## src/rtl/dot_product_engine.sv

```systemverilog
// dot_product_engine: collects two 8-byte vectors into a 16x8 RAM and runs
// a sequential multiply-accumulate. Optional macro: DOT_SATURATE_EN clamps the result.
module dot_product_engine (
  input  logic       clk,
  input  logic       rst,
  input  logic [7:0] input_value,
  input  logic       input_value_ready,
  output logic       input_enable,
  output logic       mode_compute,
  output logic       comp_start,
  output logic       comp_done,
  output logic       display_enable,
  output logic [7:0] display_value,
  output logic [1:0] state
);

  typedef enum logic [1:0] {
    S_INPUT_A = 2'd0,
    S_INPUT_B = 2'd1,
    S_COMPUTE = 2'd2,
    S_DISPLAY = 2'd3
  } ctrl_t;

  typedef enum logic [1:0] {
    DP_IDLE = 2'd0,
    DP_RD_A = 2'd1,
    DP_RD_B = 2'd2,
    DP_DONE = 2'd3
  } dp_t;

  ctrl_t       cs, cn;
  logic [2:0]  idx, idx_n;
  logic        ready_q;
  logic        accept;
  logic        start_q, start_n;

  dp_t         ds, dn;
  logic [2:0]  k, k_n;
  logic [7:0]  a_reg, a_n;
  logic [18:0] acc, acc_n;
  logic [7:0]  result_q, result_n;
  logic [15:0] prod;

  logic [7:0]  mem [16];
  logic [3:0]  ram_addr;
  logic [3:0]  dp_addr;
  logic        ram_we;
  logic [7:0]  data_out;

  assign state          = cs;
  assign input_enable   = (cs == S_INPUT_A) || (cs == S_INPUT_B);
  assign mode_compute   = (cs == S_COMPUTE);
  assign display_enable = (cs == S_DISPLAY);
  assign comp_start     = start_q;
  assign comp_done      = (ds == DP_DONE);
  assign display_value  = display_enable ? result_q : 8'd0;

  assign accept = input_value_ready && !ready_q && input_enable;

  assign dp_addr  = (ds == DP_RD_B) ? {1'b1, k} : {1'b0, k};
  assign ram_addr = mode_compute ? dp_addr
                                 : {cs == S_INPUT_B, idx};
  assign ram_we   = mode_compute ? 1'b0 : accept;
  assign data_out = mem[ram_addr];
  assign prod     = a_reg * data_out;

  // Final result from the accumulator, wrapped or clamped.
  always_comb begin
`ifdef DOT_SATURATE_EN
    result_n = (acc > 19'd255) ? 8'hFF : acc[7:0];
`else
    result_n = acc[7:0];
`endif
  end

  // RAM write port; contents survive reset.
  always_ff @(posedge clk) begin
    if (ram_we)
      mem[ram_addr] <= input_value;
  end

  // Controller registers and ready edge detector.
  always_ff @(posedge clk or negedge rst) begin
    if (!rst) begin
      cs      <= S_INPUT_A;
      idx     <= 3'd0;
      ready_q <= 1'b0;
      start_q <= 1'b0;
    end else begin
      cs      <= cn;
      idx     <= idx_n;
      ready_q <= input_value_ready;
      start_q <= start_n;
    end
  end

  // Controller next-state: entry of A, then B, then compute, then hold.
  always_comb begin
    cn      = cs;
    idx_n   = idx;
    start_n = 1'b0;
    unique case (cs)
      S_INPUT_A: begin
        if (accept) begin
          if (idx == 3'd7) begin
            idx_n = 3'd0;
            cn    = S_INPUT_B;
          end else begin
            idx_n = idx + 3'd1;
          end
        end
      end
      S_INPUT_B: begin
        if (accept) begin
          if (idx == 3'd7) begin
            idx_n   = 3'd0;
            cn      = S_COMPUTE;
            start_n = 1'b1;
          end else begin
            idx_n = idx + 3'd1;
          end
        end
      end
      S_COMPUTE: begin
        if (comp_done)
          cn = S_DISPLAY;
      end
      S_DISPLAY: begin
        cn = S_DISPLAY;
      end
      default: cn = S_INPUT_A;
    endcase
  end

  // Datapath registers.
  always_ff @(posedge clk or negedge rst) begin
    if (!rst) begin
      ds       <= DP_IDLE;
      k        <= 3'd0;
      a_reg    <= 8'd0;
      acc      <= 19'd0;
      result_q <= 8'd0;
    end else begin
      ds    <= dn;
      k     <= k_n;
      a_reg <= a_n;
      acc   <= acc_n;
      if (ds == DP_DONE)
        result_q <= result_n;
    end
  end

  // Datapath sequencer: read A[k], then B[k] and accumulate.
  always_comb begin
    dn    = ds;
    k_n   = k;
    a_n   = a_reg;
    acc_n = acc;
    unique case (ds)
      DP_IDLE: begin
        if (comp_start) begin
          k_n   = 3'd0;
          acc_n = 19'd0;
          dn    = DP_RD_A;
        end
      end
      DP_RD_A: begin
        a_n = data_out;
        dn  = DP_RD_B;
      end
      DP_RD_B: begin
        acc_n = acc + {3'd0, prod};
        if (k == 3'd7) begin
          dn = DP_DONE;
        end else begin
          k_n = k + 3'd1;
          dn  = DP_RD_A;
        end
      end
      DP_DONE: begin
        dn = DP_IDLE;
      end
      default: dn = DP_IDLE;
    endcase
  end

endmodule

```

## config.mk

```make
export PLATFORM = sky130hd
export DESIGN_NAME = dot_product_engine
export DESIGN_NICKNAME = d
export VERILOG_FILES = /design/src/rtl/dot_product_engine.sv
export SDC_FILE = /design/constraint.sdc
export NUM_CORES = 1
export LEC_CHECK = 0
export ABC_AREA = 1
export CORE_MARGIN = 3
export CORE_UTILIZATION = 25
export CTS_BUF_LIST = sky130_fd_sc_hd__clkbuf_2 sky130_fd_sc_hd__clkbuf_4 sky130_fd_sc_hd__clkbuf_8
export CTS_CLUSTER_DIAMETER = 60
export DETAILED_ROUTE_END_ITERATION = 12
export GPL_TIMING_DRIVEN = 0
export PLACE_DENSITY = 0.53
export SLEW_MARGIN = 5
export SYNTH_ARGS = -nofsm -noshare
export SYNTH_HDL_FRONTEND = slang
export SYNTH_SLANG_ARGS = --single-unit
```

## constraint.sdc

```tcl
create_clock -name clk -period 4.8 [get_ports clk]
set_input_delay 1.2 -clock clk [delete_from_list [all_inputs] [get_ports clk]]
set_output_delay 1.2 -clock clk [all_outputs]
set_load 0.01 [all_outputs]
```

==> results.md, run 1 <==
- Final net count: between 1000 and 1500
- Total track usage: 0.1222
- Detailed Route WL: 21480 um
- Non-Filler Instances: between 1500 and 2000
- Root Driver: clkbuf_8
- Cells after synthesis: just under 1000
- Power Density: roughly 250 mW/mm2
- Initial antenna violation count: 0
- Row cnt: 67
- I/O pin cnt: 26
- Yosys warns: 0
- Crit path required time: approximately 5.2 ns
- Layout cells sized above 1: 0.1507
- Slew Viols, Final: 0
- Reg clk slew, reported paths: roughly 0.09 ns
- Max cap viols: 0
- Clock Tree Buf Depth: 2
- Number of buffers created by CTS: 17
- Layout Skew: roughly 0.02 ns
- Max reg flops: between 100 and 150
- Die width: around 190 um
- Final Core Density: 0.3115
- Post-Syn Area: ~0.0086 mm2
- R2R Setup Slk: around 0.0019 ns
- Yosys cell types: 34
- Number of global-route vias before repair: between 6000 and 7000
- DR pass1 iterations: 5
- Synthesized flop and latch total: 164
- Vias per Instance: 4.165
- Top reg by flops: mem
- Initial Util: 0.2551
- Leakage: 4.803 nW
- Period utilization: 0.9996
- Total core area: 0.03370 mm2
- Clock Latency Late Sink: 0.48 ns
- Commonest cells after routing, fill and taps aside: nand2_1 (345), inv_1 (186), edfxtp_1 (128)
- Status: complete, no violations
- Port Buffer Count: 25
- First-pass GRT wire length: approximately 34000 um
- Iteration-0 DRC Markers: 472
- Met2 Use GR: 0.2067
- Clk sinks: 164
- RSZ-0062 raised after global routing: yes
- Die Y: 191.4 um
- Startpoint types: flop
- Fin area: 0.01050 mm2
- Vias post-DR: about 6300
- Placed cell count: 1441
- Clock period minus worst slack: between 4 and 5 ns
- Area Growth Syn to Fin: 22.09%
- Routed wire length per instance: roughly 14 um
- Pin count of the biggest net entering global routing: 36
- Critical setup path kind: flop to flop
- Most common cell after layout, fill and taps aside: nand2_1
- M3 GR Usage: 0.02769
- Setup crit end kind: flop
- Routed Antenna Nets: 0
- Busiest layer in global routing: met2
- Sequential area share after synthesis: 0.5519
- Worst-path maximum fanout: 8
- ANT cells: 0
- Placed cell area: around 0.0094 mm2
- Worst hold slack: 0.4903 ns
- Placer Congestion: 0.8029
- Syn Nets: 1017
- HPWL Detailed: 14110 um
- DRC errors left: 0
- Worst rel slew slack: 0.2539
- Fillers: approximately 3600
- Max IR drop VDD: about 0.22 mV
- Global Route met1 Usage: 0.1603
- Max Clk Rate: 208.4 MHz
- Overflow after GRT: 0
- Hold Path Class: flop to flop
- Worst-margin pin slew: around 1.1 ns
- CTS tree: built
- H-tree levels: 4
- Critical path data arrival time: between 5 and 6 ns
- Die Area: 0.03665 mm2
- Synthesized area per cell: approximately 9 um2
- Final setup vio count: 0
- Final Hold Vio Count: 0
-- where the power goes --
part	leakage [nW]	switching, mW	total [mW]	internal, mW
combinational	2.96	0.0232	0.0317	0.00857
sequential	1.64	0.0000993	1.53	1.53
clock	0.208	0.605	1.05	0.445
total	4.80	0.628	2.61	1.98
-- area by class of cell --
type / instances / area (um2) / area share
Sequential cell: 164 / 4745 / 0.4520
Tap cell: 448 / 560.5 / 0.05340
Buffer: 23 / 234.0 / 0.02229
Timing Repair Buffer: 63 / 596.8 / 0.05686
Multi-Input combinational cell: 581 / 3191 / 0.3040
Clock inverter: 15 / 183.9 / 0.01752
Inverter: 199 / 752.0 / 0.07164
Clock buffer: 17 / 234.0 / 0.02229
-- routing by layer --
layer | up-vias | share of wire
li1 | 3141 | -
met1 | 2958 | 0.44
met2 | 166 | 0.49
met3 | 24 | 0.061
met4 | 0 | 0.013
met5 | - | 0
-- metrics by stage --
| stage | power (mW) | setup TNS (ns) | worst slack [ns] |
|---|---|---|---|
| 5_1_grt | 2.709 | -0.4760 | -0.2865 |
| 3_5_place_dp | 1.596 | -1.108 | -0.6041 |
| 2_1_floorplan | 1.563 | 0 | 0.1725 |
| 6_report | 2.613 | 0 | 0.001930 |
| 3_3_place_gp | 1.593 | -0.8780 | -0.5419 |
| 4_1_cts | 2.645 | 0 | 0.001667 |
-- worst paths after layout --
kind | cells past startpoint | endpoint | from
setup / recovery | 25 | acc[7] | state[1]
min in group asynchronous | 1 | state[1] | rst
max in group asynchronous | 2 | a_reg[1] | rst
hold reg to reg | 2 | result_q[2] | result_q[2]
setup reg to reg | 25 | acc[7] | state[1]
hold / removal | 2 | result_q[2] | result_q[2]
-- synthesized netlist by cell type --
master      n  area share
o21ai_2     1      0.0010
nor2_1     45       0.020
nor3_1      8      0.0047
ha_1       21       0.031
nand3_1    39       0.023
and2_0      1     0.00073
inv_2       6      0.0026
clkbuf_1    3      0.0013
o22ai_1     2      0.0015
nand2_2     1     0.00073
nand2_1   366        0.16
nand2_8     1      0.0023
xnor2_1     3      0.0031
buf_2      10      0.0058
o32ai_1     1      0.0010
nor3_2      1      0.0012
o21ai_1     2      0.0012
a21oi_1     3      0.0017
o21ai_0    41       0.024
fa_1       18       0.042
buf_4       6      0.0052
nand3_2     1      0.0012
buf_6       4      0.0052
nand2_4     2      0.0026
inv_1     193       0.084
nor2_4      2      0.0026
dfrtp_1    36        0.10
xor2_1      2      0.0020
a21o_1      1     0.00087
edfxtp_1  128        0.45
nand3b_1   10      0.0087
a21oi_2     1      0.0010
nor2_2      7      0.0051
o21ai_4     1      0.0019
-- logic make-up (layout without fill, tap and decap cells) --
family,count (synthesis),after routing,share of synthesized area
adder cells (fa/ha/maj),39,39,0.07248
AND/OR/NAND/NOR,484,484,0.2320
XOR/XNOR,5,5,0.005095
buffers and inverters,222,317,0.1045
flip-flops,164,164,0.5519
AO/OA/AOI/OAI,53,53,0.03406
-- what timing repair did --
action | 4_1_cts | 5_1_grt
pin swaps | 28 | 36
setup endpoints to repair | 4 | 3
gates resized for setup | 58 | 37
setup buffers | 26 | 9
hold buffers | 0 | 0
gates cloned | 1 | 1
-- worst max-delay path, stage by stage (launching register included) --
cell	delay, ns
dfrtp_1	0.37
buf_6	0.17
nand2_8	0.10
o21ai_4	0.26
inv_4	0.09
buf_8	0.15
nand2_1	0.06
nand2_1	0.07
nand2_1	0.07
nand2_2	0.08
nor2_4	0.26
nand2_2	0.09
fa_1	0.51
inv_2	0.05
fa_1	0.51
inv_2	0.04
fa_1	0.48
fa_2	0.56
inv_2	0.05
ha_4	0.26
o21ai_2	0.05
and2_4	0.14
inv_2	0.05
nand3_2	0.07
nand3_2	0.09
nand2_1	0.05
No activity file was read; power rests on OpenSTA's default activity.
==> inputs of run 2 (changes only) <==
- CELL_PAD_IN_SITES_DETAIL_PLACEMENT: unset -> 2
- CELL_PAD_IN_SITES_GLOBAL_PLACEMENT: unset -> 2
- PLACE_DENSITY: 0.53 -> 0.67
- clock period: 4.8 -> 5.45 ns (I/O delays scaled with it)
==> run 2 against run 1 <==
Net effect:
- clock power fell by 11%
- die area did not move
- worst setup slack improved by 0.34 ns
- total power fell by 12%
- global-route usage rose by 2.1 points
- non-clock buffer count fell by 31
- critical path depth did not move
- wire length rose by 14%
- combinational power fell by 12%
- critical path type unchanged
- largest cell class unchanged
==> results.md, run 2 (same netlist as run 1, synthesis figures left out) <==
- Status: complete, no violations
- Worst rel slew slack: 0.1726
- Hold EP: result_q[1]
- Initial Util: 0.2551
- Iteration-0 DRC Markers: ~230
- HPWL Detailed: 17670 um
- Die Y: about 190 um
- Max Clk Rate: a little under 200 MHz
- Worst hold slack: 0.4884 ns
- Critical path data arrival time: between 5 and 6 ns
- Area Growth Syn to Fin: 15.53%
- Power Density: approximately 230 mW/mm2
- Clock Tree Buf Depth: 2
- Row cnt: between 60 and 70
- Detailed Route WL: around 25000 um
- Top reg by flops: mem
- Final setup vio count: 0
- Total core area: 0.03370 mm2
- Hold Path Class: flop to flop
- Clk sinks: 164
- Commonest cells after routing, fill and taps aside: nand2_1 (363), inv_1 (193), edfxtp_1 (128)
- ANT cells: 0
- Placer Congestion: about 0.75
- WHS Path Cells: 2
- Crit path buf inv count: 7
- Overflow after GRT: 0
- Layout cells sized above 1: 0.08438
- Setup crit end kind: flop
- DRC errors left: 0
- R2R depth: 25
- RR Endpoint: acc[7]
- First-pass GRT wire length: roughly 39000 um
- Number of global-route vias before repair: around 6900
- H-tree levels: 4
- Total track usage: 0.1436
- Port Buffer Count: 25
- Pin count of the biggest net entering global routing: 34
- Power Total: 2.309 mW
- Layout Skew: roughly 0.012 ns
- CP max stage delay: 0.54 ns
- RSZ-0062 raised after global routing: no
- Routed Antenna Nets: 0
- Reg clk slew, reported paths: roughly 0.09 ns
- Root Driver: clkbuf_8
- Startpoint types: flop
- Hold path start: result_q[1]
- I/O pin cnt: 26
- Period utilization: 0.9379
- Vias post-DR: between 6000 and 7000
- Final Core Density: 0.2947
- CTS tree: built
- Vias per Instance: ~4.3
- Clock Latency Late Sink: around 0.48 ns
- Crit path required time: between 5 and 6 ns
- Final net count: 1068
- Critical setup path kind: flop to flop
- Worst-path maximum fanout: 10
- Number of buffers created by CTS: 17
- Max IR drop VDD: around 0.15 mV
- Die width: between 150 and 200 um
- Max reg flops: roughly 130
- Leakage: between 4 and 5 nW
- Routed wire length per instance: approximately 17 um
- Clock period minus worst slack: roughly 5.1 ns
- Max cap viols: 0
- Die Area: approximately 0.037 mm2
- Final Hold Vio Count: 0
- Initial antenna violation count: 0
- Reg-to-reg critical path startpoint: ds[1]
- Slew Viols, Final: 0
- R2R Setup Slk: between 0.3 and 0.4 ns
- Top delay family on crit path: adder cells
- Worst-margin pin slew: between 1 and 1.5 ns
- DR pass1 iterations: 4
- Most common cell after layout, fill and taps aside: nand2_1
- Worst path slowest cell: fa_1
[run 2: cell types whose count changed in the layout (fill, tap and decap cells not counted), moves of 3 or more]
cell,change
inv_8,-3
nand2_1,+18
nand2_2,-15
nor2_4,-4
o21ai_0,+3
inv_1,+7
nand3_2,-5
buf_4,-21
inv_2,-6
buf_8,-7
nand3_1,+6
[run 2: worst min-delay path, cell delays in order (launching register included)]
cell and delay (ns):
dfrtp_1 0.35, nand2_1 0.05, o21ai_0 0.05
[run 2: timing repair]
action,4_1_cts,5_1_grt
hold endpoints to repair,0,0
gates resized for setup,4,14
buffers inserted,3,4
hold buffers,0,0
setup endpoints to repair,1,1
pin swaps,1,3
[run 2: metal layers]
| layer | part of all wire | wire length [um] | up-vias | track usage |
|---|---|---|---|---|
| li1 | - | - | 3077 | - |
| met1 | 0.45 | 10990 | 3162 | 0.1759 |
| met2 | 0.52 | 12740 | 65 | 0.2616 |
| met3 | 0.022 | 536 | 17 | 0.02421 |
| met4 | 0.012 | 289 | 0 | 0.03528 |
| met5 | 0 | 0 | - | 0 |
[run 2: stage by stage]
step | setup TNS [ns] | worst slack (ns) | cells | area, um2
after floorplan | 0 | 0.8225 | 967 | 8597
after global placement | -0.05989 | -0.05989 | 1440 | 9408
after detailed placement | -0.1335 | -0.1335 | 1441 | 9423
after CTS | 0 | 0.02282 | 1476 | 9857
after global routing | 0 | 0.001631 | 1479 | 9932
final | 0 | 0.3386 | 1479 | 9932
[run 2: how the worst max path moves through the flow]
stage	depth (start not counted)	end	start
6_report	25	acc[7]	ds[1]
5_1_grt	28	acc[7]	state[1]
4_1_cts	28	acc[7]	state[1]
3_5_place_dp	27	acc[7]	state[0]
3_3_place_gp	27	acc[7]	state[0]
2_1_floorplan	27	acc[7]	state[1]
[run 2: area by class of cell]
cell class	instances	area, um2
well taps	448	560.5
clock buffers	19	249.0
flip-flops and latches	164	4745
multi-input cells	581	3009
fillers	3852	23770
clock inverters	13	145.1
repair buffers	33	317.8
plain buffers	22	156.4
inverters	199	749.5
[run 2: power breakdown]
part	switching, mW	internal (mW)
Sequential	0.000120	1.35
Clock	0.508	0.425
Combinational	0.0204	0.00753
Total	0.528	1.78
==> inputs of run 3 (changes only) <==
- CORE_UTILIZATION: 25 -> 40
- PLACE_DENSITY: 0.67 -> 0.93
==> run 3 against run 2 <==
Net effect:
- count of clock-buffer cells in the layout shrank 2
- clock skew grew 0.0033 ns
- clock power grew 4.1%
- combinational power grew 5%
==> results.md, run 3 (same netlist as run 1, synthesis figures left out) <==
- Pin count of the biggest net entering global routing: 37
- Root Driver: clkbuf_8
- WL met2: 16680 um
- Initial Util: 0.4077
- Die Area: between 0.02 and 0.025 mm2
- Hold EP: result_q[5]
- Top reg by flops: mem
- Total track usage: 0.2684
- Max Clk Rate: roughly 190 MHz
- Die width: between 150 and 200 um
- Number of buffers created by CTS: 17
- Total core area: 0.02109 mm2
- WL met3: about 1400 um
- Clk sinks: 164
- Critical setup path kind: flop to flop
- Vias post-DR: 7008
- First-pass GRT wire length: 47330 um
- Die Y: ~150 um
- Row cnt: between 50 and 60
- Final net count: between 1000 and 1500
- Leakage: 4.643 nW
- Placed cell area: 0.009186 mm2
- Overflow after GRT: 0
- Worst hold slack: 0.4981 ns
- Setup TNS: 0 ns
- Max reg flops: about 130
- Port Buffer Count: 25
- Most common cell after layout, fill and taps aside: nand2_1
- Initial antenna violation count: 0
- Hold Path Class: flop to flop
- Worst rel slew slack: 0.1263
- Detailed Route WL: about 32000 um
- Power Total: around 2.3 mW
- Routed wire length per instance: ~24 um
- Clock Tree Buf Depth: 2
- Status: complete, no violations
- Commonest cells after routing, fill and taps aside: nand2_1 (357), inv_1 (193), edfxtp_1 (128)
- Critical path data arrival time: roughly 5.7 ns
- Period utilization: 0.9695
- DRC errors left: 0
- Max IR drop VDD: around 0.16 mV
- Iteration-0 DRC Markers: around 480
- Hold path start: result_q[5]
- R2R depth: 28
- Setup crit end kind: flop
- CTS tree: built
- WHS Path Cells: 2
- CP max stage delay: between 0.5 and 0.6 ns
- Routed Antenna Nets: 0
- Top delay family on crit path: adder cells
- Placer Congestion: 0.7875
- DR pass1 iterations: 6
- Startpoint types: flop
- Worst path slowest cell: fa_1
- Number of global-route vias before repair: 7932
- Layout cells sized above 1: 0.1065
- HPWL Detailed: ~20000 um
- Final Hold Vio Count: 0
- Reg clk slew, reported paths: roughly 0.10 ns
- ANT cells: 0
- Max Used Layer: met4
- Fin area: slightly below 0.01 mm2
- Worst-margin pin slew: 1.306 ns
- I/O pin cnt: 26
- Fillers: 2269
- Worst-path maximum fanout: 10
- Final setup vio count: 0
- Layout Skew: around 0.016 ns
- Crit path buf inv count: 7
- Crit path required time: roughly 5.9 ns
- Clock period minus worst slack: approximately 5.3 ns
- Slew Viols, Final: 0
- Max cap viols: 0
- Power Density: around 240 mW/mm2
- Hold buffer count at cts: 0
- RR Endpoint: acc[7]
- Vias per Instance: 5.321
- H-tree levels: 4
- Area Growth Syn to Fin: 15.19%
- M1 WL: between 10000 and 15000 um
- R2R Setup Slk: between 0.15 and 0.2 ns
- Reg-to-reg critical path startpoint: state[0]
- Clock Latency Late Sink: around 0.50 ns
run 3: cell count changes in the layout (fill, tap and decap cells not counted), sizes merged:
cell	change
buf	+11
clkbuf	-2
clkinvlp	-1
inv	+4
bufinv	-1
run 3: final cells by class:
| type | count | area (um2) | area share |
|---|---|---|---|
| Buffer | 23 | 182.7 | 0.01845 |
| Clock buffer | 17 | 234.0 | 0.02363 |
| Clock inverter | 15 | 178.9 | 0.01807 |
| Inverter | 199 | 749.5 | 0.07568 |
| Multi-Input combinational cell | 581 | 3085 | 0.3116 |
| Sequential cell | 164 | 4745 | 0.4791 |
| Tap cell | 275 | 344.1 | 0.03474 |
| Timing Repair Buffer | 43 | 384.1 | 0.03879 |
run 3: power by group:
part	switching (mW)	internal, mW
sequential	0.0000935	1.35
combinational	0.0233	0.00606
clock	0.578	0.392
total	0.602	1.75
run 3: routing by layer:
layer | up-vias | GRT usage
li1 | 3092 | -
met1 | 3559 | 0.3125
met2 | 261 | 0.4822
met3 | 96 | 0.04061
met4 | 0 | 0.1319
met5 | - | 0
run 3: worst max path at each step:
| stage | end | from | slack, ns | cells after the start |
|---|---|---|---|---|
| after floorplan | acc[7] | state[1] | 0.82 | 27 |
| after global placement | acc[7] | state[1] | 0.23 | 27 |
| after detailed placement | acc[7] | state[0] | -0.02 | 27 |
| after CTS | acc[7] | state[0] | 0.04 | 30 |
| after global routing | acc[7] | state[0] | -0.07 | 30 |
| final | acc[7] | state[0] | 0.17 | 28 |
run 3: timing repair:
action	4_1_cts	5_1_grt
gates resized for setup	9	34
setup buffers	7	11
cloned	0	0
pin swaps	3	15
setup endpoints to repair	1	2
hold endpoints to repair	0	0
run 3: per-stage QoR:
stage          cells  utilization  setup WS (ns)
2_1_floorplan    967            -         0.8225
3_3_place_gp    1267       0.4359         0.2281
3_5_place_dp    1267       0.4356       -0.01658
4_1_cts         1306       0.4598        0.03635
5_1_grt         1317       0.4696       -0.07001
6_report        1317       0.4696         0.1660
run 3: worst reg2reg max path: cells and delay by family (launching register included):
kind            cells  cell delay, ns
compound gates      2            0.29
fa+ha+maj           6            2.28
buf+inv             7            0.66
flops               1            0.43
simple gates       13            1.58
